<file path="config.mk">
export PLATFORM = sky130hd
export DESIGN_NAME = text_writer
export DESIGN_NICKNAME = d
export VERILOG_FILES = /design/src/rtl/text_writer.sv
export SDC_FILE = /design/constraint.sdc
export NUM_CORES = 1
export LEC_CHECK = 0
export ABC_AREA = 0
export BUFFER_PORTS_ARGS = -buffer_cell sky130_fd_sc_hd__buf_2
export CORE_MARGIN = 8
export CORE_UTILIZATION = 55
export CTS_CLUSTER_DIAMETER = 30
export DETAILED_ROUTE_END_ITERATION = 7
export PLACE_DENSITY = 0.8
export SETUP_SLACK_MARGIN = 0.02
export SLEW_MARGIN = 20
export SYNTH_ARGS = -nofsm -noshare
export SYNTH_HDL_FRONTEND = slang
export SYNTH_SLANG_ARGS = --single-unit
</file>
<file path="constraint.sdc">
create_clock -name in_clk -period 3.4 [get_ports in_clk]
set_clock_uncertainty 0.1 [all_clocks]
set_input_delay 0.34 -clock in_clk [delete_from_list [all_inputs] [get_ports in_clk]]
set_output_delay 0.34 -clock in_clk [all_outputs]
set_load 0.03 [all_outputs]
</file>
<file path="src/rtl/text_writer.sv">
// Character-stream front end for the serial-LCD text buffer: cursor tracking,
// control codes and clear/row-clear sequences. Define TEXT_WRITER_SCROLL_EN to scroll instead of wrapping.
module text_writer #(
    parameter int         TEXT_COLS      = 20,
    parameter int         TEXT_ROWS      = 6,
    parameter int         ADDR_BITS      = 8,
    parameter logic [7:0] FILL_CHAR      = 8'h20,
    parameter logic       CLEAR_ON_RESET = 1'b1
) (
    input  logic                         in_clk,
    input  logic                         in_rst,
    input  logic [7:0]                   in_char,
    input  logic                         in_char_valid,
    output logic                         out_char_ready,
    output logic [ADDR_BITS-1:0]         out_mem_addr,
    output logic [7:0]                   out_mem_data,
    output logic                         out_mem_write,
    output logic                         out_mem_read,
    input  logic [7:0]                   in_mem_data,
    output logic [$clog2(TEXT_COLS)-1:0] out_cursor_x,
    output logic [$clog2(TEXT_ROWS)-1:0] out_cursor_y,
    output logic                         out_busy,
    output logic [2:0]                   out_dbg_state
);
    localparam int X_W = $clog2(TEXT_COLS);
    localparam int Y_W = $clog2(TEXT_ROWS);
    localparam logic [X_W-1:0]       X_LAST = X_W'(TEXT_COLS - 1);
    localparam logic [Y_W-1:0]       Y_LAST = Y_W'(TEXT_ROWS - 1);
    localparam logic [ADDR_BITS-1:0] COLS_A = ADDR_BITS'(TEXT_COLS);
    localparam logic [ADDR_BITS-1:0] N_A    = ADDR_BITS'(TEXT_COLS * TEXT_ROWS);
    localparam logic [ADDR_BITS-1:0] ONE_A  = ADDR_BITS'(1);
`ifdef TEXT_WRITER_SCROLL_EN
    localparam logic [ADDR_BITS-1:0] ROW_BASE = N_A - COLS_A;
`else
    localparam logic [ADDR_BITS-1:0] ROW_BASE = '0;
`endif

    typedef enum logic [2:0] {
        S_IDLE, S_WRITE, S_CLEAR, S_ROWCLR
`ifdef TEXT_WRITER_SCROLL_EN
        , S_SCR_RD, S_SCR_WR
`endif
    } state_t;

    state_t               state_q, state_d;
    logic [X_W-1:0]       cx_q, cx_d;
    logic [Y_W-1:0]       cy_q, cy_d;
    logic [ADDR_BITS-1:0] cnt_q, cnt_d;
    logic [ADDR_BITS-1:0] addr_q, addr_d;
    logic [7:0]           data_q, data_d;
    logic                 we_q, we_d;
    logic                 adv_q, adv_d;
    logic                 row_adv;
    logic [ADDR_BITS-1:0] cell_addr;
`ifdef TEXT_WRITER_SCROLL_EN
    logic                 re_q, re_d;
    logic                 pass_q, pass_d;
`else
    logic                 unused_mem_data;
    assign unused_mem_data = ^in_mem_data;
`endif

    assign cell_addr = ADDR_BITS'(cy_q) * COLS_A + ADDR_BITS'(cx_q);

    always_ff @(posedge in_clk) begin
        if (in_rst) begin
            state_q <= CLEAR_ON_RESET ? S_CLEAR : S_IDLE;
            cx_q    <= '0;
            cy_q    <= '0;
            cnt_q   <= '0;
            addr_q  <= '0;
            data_q  <= '0;
            we_q    <= 1'b0;
            adv_q   <= 1'b0;
`ifdef TEXT_WRITER_SCROLL_EN
            re_q    <= 1'b0;
            pass_q  <= 1'b0;
`endif
        end else begin
            state_q <= state_d;
            cx_q    <= cx_d;
            cy_q    <= cy_d;
            cnt_q   <= cnt_d;
            addr_q  <= addr_d;
            data_q  <= data_d;
            we_q    <= we_d;
            adv_q   <= adv_d;
`ifdef TEXT_WRITER_SCROLL_EN
            re_q    <= re_d;
            pass_q  <= pass_d;
`endif
        end
    end

    // Memory strobes are registered: the state that issues an access runs one cycle ahead of it.
    always_comb begin
        state_d = state_q;
        cx_d    = cx_q;
        cy_d    = cy_q;
        cnt_d   = cnt_q;
        addr_d  = addr_q;
        data_d  = data_q;
        we_d    = 1'b0;
        adv_d   = adv_q;
        row_adv = 1'b0;
`ifdef TEXT_WRITER_SCROLL_EN
        re_d    = 1'b0;
        pass_d  = 1'b0;
`endif
        case (state_q)
            S_IDLE: begin
                if (in_char_valid) begin
                    if (in_char >= 8'h20 && in_char <= 8'h7E) begin
                        state_d = S_WRITE;
                        we_d    = 1'b1;
                        addr_d  = cell_addr;
                        data_d  = in_char;
                        adv_d   = 1'b1;
                    end else begin
                        case (in_char)
                            8'h0A: begin
                                cx_d    = '0;
                                row_adv = 1'b1;
                            end
                            8'h0D: cx_d = '0;
                            8'h08: begin
                                if (cx_q != '0) begin
                                    cx_d    = cx_q - X_W'(1);
                                    state_d = S_WRITE;
                                    we_d    = 1'b1;
                                    addr_d  = cell_addr - ONE_A;
                                    data_d  = FILL_CHAR;
                                    adv_d   = 1'b0;
                                end
                            end
                            8'h0C: begin
                                cx_d    = '0;
                                cy_d    = '0;
                                cnt_d   = '0;
                                state_d = S_CLEAR;
                            end
                            default: ;
                        endcase
                    end
                end
            end
            S_WRITE: begin
                state_d = S_IDLE;
                if (adv_q) begin
                    if (cx_q == X_LAST) begin
                        cx_d    = '0;
                        row_adv = 1'b1;
                    end else begin
                        cx_d = cx_q + X_W'(1);
                    end
                end
            end
            S_CLEAR: begin
                if (cnt_q != N_A) begin
                    we_d   = 1'b1;
                    addr_d = cnt_q;
                    data_d = FILL_CHAR;
                    cnt_d  = cnt_q + ONE_A;
                end else begin
                    state_d = S_IDLE;
                end
            end
            S_ROWCLR: begin
                if (cnt_q != COLS_A) begin
                    we_d   = 1'b1;
                    addr_d = ROW_BASE + cnt_q;
                    data_d = FILL_CHAR;
                    cnt_d  = cnt_q + ONE_A;
                end else begin
                    state_d = S_IDLE;
                end
            end
`ifdef TEXT_WRITER_SCROLL_EN
            S_SCR_RD: begin
                re_d    = 1'b1;
                addr_d  = cnt_q;
                state_d = S_SCR_WR;
            end
            S_SCR_WR: begin
                we_d   = 1'b1;
                pass_d = 1'b1;
                addr_d = cnt_q - COLS_A;
                if (cnt_q == N_A - ONE_A) begin
                    cnt_d   = '0;
                    state_d = S_ROWCLR;
                end else begin
                    cnt_d   = cnt_q + ONE_A;
                    state_d = S_SCR_RD;
                end
            end
`endif
            default: state_d = S_IDLE;
        endcase

        if (row_adv) begin
            if (cy_q != Y_LAST) begin
                cy_d = cy_q + Y_W'(1);
            end else begin
`ifdef TEXT_WRITER_SCROLL_EN
                cnt_d   = COLS_A;
                state_d = S_SCR_RD;
`else
                cy_d    = '0;
                cnt_d   = '0;
                state_d = S_ROWCLR;
`endif
            end
        end
    end

    // Handshake: a byte transfers on a rising edge where in_char_valid && out_char_ready; out_char_ready never depends on in_char_valid.
    always_comb begin
        out_char_ready = (state_q == S_IDLE);
        out_busy       = (state_q != S_IDLE) && (state_q != S_WRITE);
        out_mem_addr   = addr_q;
        out_mem_write  = we_q;
        out_cursor_x   = cx_q;
        out_cursor_y   = cy_q;
        out_dbg_state  = state_q;
`ifdef TEXT_WRITER_SCROLL_EN
        out_mem_read   = re_q;
        out_mem_data   = pass_q ? in_mem_data : data_q;
`else
        out_mem_read   = 1'b0;
        out_mem_data   = data_q;
`endif
    end
endmodule

</file>
==> results of run 1 <==
state kept, by name (all words and copies together) (netlist names):
register	cells
out_mem_addr	8
adv_q	1
out_dbg_state	3
out_mem_data	8
out_cursor_y	3
out_mem_write	1
out_cursor_x	5
cnt_q	8
report_power, final:
group / switching (mW) / leakage, nW / internal (mW)
Sequential: 0.0110 / 0.301 / 0.447
Clock: 0.173 / 0.0687 / 0.295
Combinational: 0.103 / 0.814 / 0.0507
Total: 0.288 / 1.18 / 0.793
routing by layer:
metal	global-route usage, %	vias to the layer above
met2	29.4	89
met5	0	-
met4	5.79	0
met1	23.8	1068
li1	-	1169
met3	4.55	5
kinds of logic after synthesis:
kind of cell / count (synthesis) / share of synthesized area (%)
mux: 4 / 1.66
flops: 37 / 30.8
other cells: 1 / 0.156
fa+ha+maj: 12 / 6.56
compound gates: 82 / 23.6
buf+inv: 27 / 5.36
simple gates: 131 / 29.3
xor+xnor: 7 / 2.55
worst max path at each step:
stage | end | slack (ns) | depth (start not counted)
finish | out_mem_addr[7] | 0.64 | 8
CTS | out_mem_addr[7] | 0.69 | 8
floorplan | out_mem_addr[7] | 0.77 | 8
detailed placement | out_mem_addr[7] | 0.72 | 8
global placement | out_mem_addr[7] | 0.76 | 8
global route | out_mem_addr[7] | 0.34 | 8
layout by cell type (no fill, tap or decap), types with 3 or more instances in the layout:
master / synthesis / routed
buf_2: 4 / 40
nor2_1: 38 / 38
dfxtp_1: 37 / 37
a21oi_1: 32 / 32
nand2_1: 27 / 27
nand3_1: 15 / 15
inv_1: 11 / 11
ha_1: 11 / 11
nor3_1: 10 / 10
a211oi_1: 8 / 8
o21ai_0: 6 / 6
xor2_1: 5 / 5
clkbuf_8: 0 / 5
buf_4: 2 / 5
nor2b_1: 4 / 4
and3_1: 4 / 4
mux2i_1: 4 / 4
nand4_1: 3 / 3
a21o_1: 3 / 3
a31oi_1: 3 / 3
and2_1: 3 / 3
o22ai_1: 3 / 3
nand2b_1: 3 / 3
a211o_1: 3 / 3
area by class of cell:
class / instances / share of cell area, %
Multi-Input combinational cell: 238 / 55.7
Sequential cell: 37 / 26.8
Timing Repair Buffer: 45 / 8.61
Clock buffer: 5 / 2.49
Clock inverter: 3 / 2.49
Tap cell: 52 / 2.36
Inverter: 11 / 1.50
worst min-delay path, stage by stage:
cell and delay, ns:
buf_2 0.11, nand3_1 0.06, a21oi_1 0.06
metrics by stage:
step | setup slack (ns) | util [%] | hold WS (ns) | instance area (um^2) | power [mW]
finish | 0.638 | 64.3 | 0.217 | 2760 | 1.08
CTS | 0.693 | 64.3 | 0.206 | 2760 | 1.09
floorplan | 0.770 | - | 0.369 | 2410 | 0.582
global route | 0.336 | 64.3 | 0.222 | 2760 | 1.12
global placement | 0.758 | 61.1 | 0.336 | 2620 | 0.617
detailed placement | 0.717 | 61.1 | 0.341 | 2620 | 0.621
==> results.cfg, run 1 <==
[critical_path]
path_cells = ha_1 -> fa_1 -> xor2_1 -> nor3_1 -> nand4_2 -> o41ai_1 -> a2111oi_0 -> nor4_1
critPathLaunch = out_cursor_x[2]
crit_slowest_cell = o41ai_1
crit_type = reg -> reg
cp_num_buf_inv = 0
cp.required_ns = 3.51
cp-end-kind = flop
reg2regPathDepth = 8
start_kind = flop
cp.arrival_ns = 2.87
r2r-end = out_mem_addr[7]
path_max_fanout = 12
r2r-start = out_cursor_x[2]
cp_top_family = adder cells
cp_slowest_stage_delay_ns = 0.44
r2r_slack_ns = 0.64

[place]
hpwlAfterDp_um = 4350
portBuffers = 40
place_inst = 383
place_congestion = 0.860

[synthesis]
ys.flop_type = dfxtp_1
synth_cell_types = 69
synth.most_common_cell = nor2_1
synth_enable_flop_cells = 0
synth.largest_area_cell = dfxtp_1
syn_inst = 301
synth_top_cells_by_count = nor2_1 (38), dfxtp_1 (37), a21oi_1 (32), nand2_1 (27), nand3_1 (15)
yosysSeqAreaShare_pct = 30.8
avgSynthCellArea_um2 = 7.99
synthTopCellsByArea = dfxtp_1 (31%), a21oi_1 (6.7%), nor2_1 (5.9%)
ys_seq_elements = 37
ys_warn_count = 0
syn-cell-area_um2 = 2400
netlist.area_leader.share_pct = 30.8
ys_async_sr_fraction_pct = 0

[detailed_routing]
drt-met1-wl_um = 2750
via_count = 2331
routed-wl-met2_um = 2610
wire_per_inst_um = 15.3
detail_route.first_pass.iterations = 4
first_iter_violations = 151
met3_length_um = 557
via_per_inst = 5.96
postRouteAntennaNets = 0
routed.top_layer = met4
drc = 0
totalWireLength_um = 5980

[min_path]
hp-start = in_char[4]
hold_depth = 3
hold_class = in -> reg
min_to = out_mem_data[4]

[sta]
tns_ns = 0
period_minus_slack_ns = 2.76
max_freq_mhz = 362
drv_slew = 0
tightest_slew_ns = 0.538
fin_crit_sh_pct = 81.2
slew_headroom_pct = 63.9
hold_viol = 0
setup_viol = 0
rsz0062_at_grt = no

[cells_and_area]
finalNonFillerCells = 391
drive_gt1_share_pct = 20.6
multi_input_area_um2 = 1540
final_nets = 369
ff_latch_area_um2 = 741
antenna_cells = 0
fillers = 388
syn2layout_area_growth_pct = 14.8

[power_and_ir_drop]
peakVddDrop_v = 0.000216
power.leakage_nw = 1.18
powerDensity_nw_per_um2 = 391

[clock_network]
cts_hold_buf = 0
cts_buffers = 5
cts-resized-gates = 0
cts_setup_buffers = 0
clk_path_buf_depth = 2
clockRootBuffer = clkbuf_8
numClockSinks = 37
clk_latency_ns = 0.30
htree_levels = 2
cts_tree = done
clk_pin_slew_ns = 0.08

[floorplan]
start_util_pct = 56.0
rows = 24
die_x_um = 82.1
design.die.area_um2 = 6740
design.core.area_um2 = 4290
num_io_pins = 50
dieHeight_um = 82.1

[grt]
grt_pass1_wl_um = 9760
grt_pass1_vias = 2122
grt.total_usage_pct = 18.4
grt_start_max_net_pins = 29
antenna_found_initial = 0
grt_overflow = 0

[run_status]
outcome = finished clean

[flow_run]
maxCapViolations = 0
(Power assumes the default switching activity.)
==> run 2, diff against run 1 <==
==> constraint.sdc (replaced) <==
create_clock -name in_clk -period 2.82 [get_ports in_clk]
set_clock_uncertainty 0.1 [all_clocks]
set_input_delay 0.282 -clock in_clk [delete_from_list [all_inputs] [get_ports in_clk]]
set_output_delay 0.282 -clock in_clk [all_outputs]
set_load 0.03 [all_outputs]
==> run 2 against run 1 <==
Against the previous run: first-iteration DRC count down 0.66%; clock power up 1%; global-route usage up 0.26 points; critical path depth unchanged; sequential share of layout area about the same; sequential power up 21%; critical path type unchanged; register-to-register slack worse by 0.52 ns; clock-buffer cell count unchanged; combinational power up 21%; cell count up 0.51%; largest cell class unchanged; fmax up 2.1%.
==> results.cfg, run 2 (synthesized netlist as in run 1, its figures left out) <==
[run_status]
outcome = finished clean

[cells_and_area]
antenna_cells = 0
finalNonFillerCells = 393
fin_util_pct = 64.4
syn2layout_area_growth_pct = 15.0
drive_gt1_share_pct = 21.7
layout_commonest_cell = buf_2
layout_common_cells = buf_2 (40), nor2_1 (38), dfxtp_1 (37)
final_nets = 371

[grt]
grt_start_max_net_pins = 29
antenna_found_initial = 0
grt_pass1_vias = 2182
grt_pass1_wl_um = 9960
grt.total_usage_pct = 18.7
grt_overflow = 0

[critical_path]
cp.arrival_ns = 2.77
path_max_fanout = 7
cp-end-kind = flop
crit_type = reg -> reg
r2r_slack_ns = 0.12
start_kind = flop
cp.required_ns = 2.89

[clock_network]
cts_buffers = 5
clk_pin_slew_ns = 0.08
numClockSinks = 37
clockRootBuffer = clkbuf_8
clk_path_buf_depth = 2
cts_hold_buf = 0
cts_tree = done
clk_latency_ns = 0.30
htree_levels = 2
cts_setup_buffers = 0

[floorplan]
dieHeight_um = 82.1
num_io_pins = 50
rows = 24
design.core.area_um2 = 4290
design.die.area_um2 = 6740
start_util_pct = 56.0
die_x_um = 82.1

[power_and_ir_drop]
power.leakage_nw = 1.19
peakVddDrop_v = 0.000237
powerDensity_nw_per_um2 = 438

[flow_run]
maxCapViolations = 0

[detailed_routing]
postRouteAntennaNets = 0
first_iter_violations = 150
detail_route.first_pass.iterations = 4
drt-met1-wl_um = 2660
routed-wl-met2_um = 2740
met3_length_um = 572
drc = 0
wire_per_inst_um = 15.5
totalWireLength_um = 6080
via_per_inst = 6.03
routed.top_layer = met4
via_count = 2370

[place]
portBuffers = 40
place_congestion = 0.859
hpwlAfterDp_um = 4530
place_inst = 385

[sta]
fin_crit_sh_pct = 95.9
setup_viol = 0
max_freq_mhz = 370
tightest_slew_ns = 0.573
hold_viol = 0
slew_headroom_pct = 61.6
period_minus_slack_ns = 2.70
drv_slew = 0

[min_path]
hold_class = in -> reg
run 2: critical path: stages, from the launching register on:
cell and delay [ns]:
dfxtp_1 0.45, ha_1 0.29, ha_1 0.35, and3_1 0.19, o32a_1 0.38, nand4_2 0.15
mux2i_1 0.09, a2111oi_0 0.48, nor4_1 0.09
run 2: what timing repair did:
action / 4_1_cts / 5_1_grt
endpoints found under the setup margin: 0 / 1
hold endpoints to repair: 0 / 0
gates resized for setup: 0 / 2
run 2: path summary, 6_finish.rpt:
| kind | start | to | depth (start not counted) |
|---|---|---|---|
| setup / recovery | out_cursor_y[2] | out_mem_addr[7] | 8 |
| hold reg to reg | out_mem_data[3] | out_mem_data[3] | 2 |
| setup reg to reg | out_cursor_y[2] | out_mem_addr[7] | 8 |
| hold / removal | in_char[4] | out_mem_data[4] | 3 |
run 2: area by class of cell:
class	count	area (um^2)
multi-input combinational	238	1550
fill	377	1530
sequential	37	741
timing repair buffer	47	253
clock buffer	5	68.8
tap	52	65.1
clock inverter	3	46.3
inverter	11	41.3
run 2: metrics by stage:
stage	TNS (ns)	power (mW)	setup WS, ns	hold WS, ns	cell area, um^2
6_report	0	1.21	0.115	0.159	2770
5_1_grt	-0.0557	1.26	-0.0557	0.163	2770
4_1_cts	0	1.22	0.118	0.150	2750
3_5_place_dp	0	0.749	0.129	0.340	2640
3_3_place_gp	0	0.745	0.265	0.336	2640
2_1_floorplan	0	0.702	0.190	0.334	2410
run 2: power by group:
group          switching, mW  internal, mW
combinational          0.124        0.0615
sequential            0.0125         0.539
clock                  0.209         0.265
total                  0.345         0.865
run 2: metal layers:
metal	vias up	track usage [%]
met2	88	30.1
met4	0	7.89
met3	10	4.87
li1	1174	-
met5	-	0
met1	1098	23.0
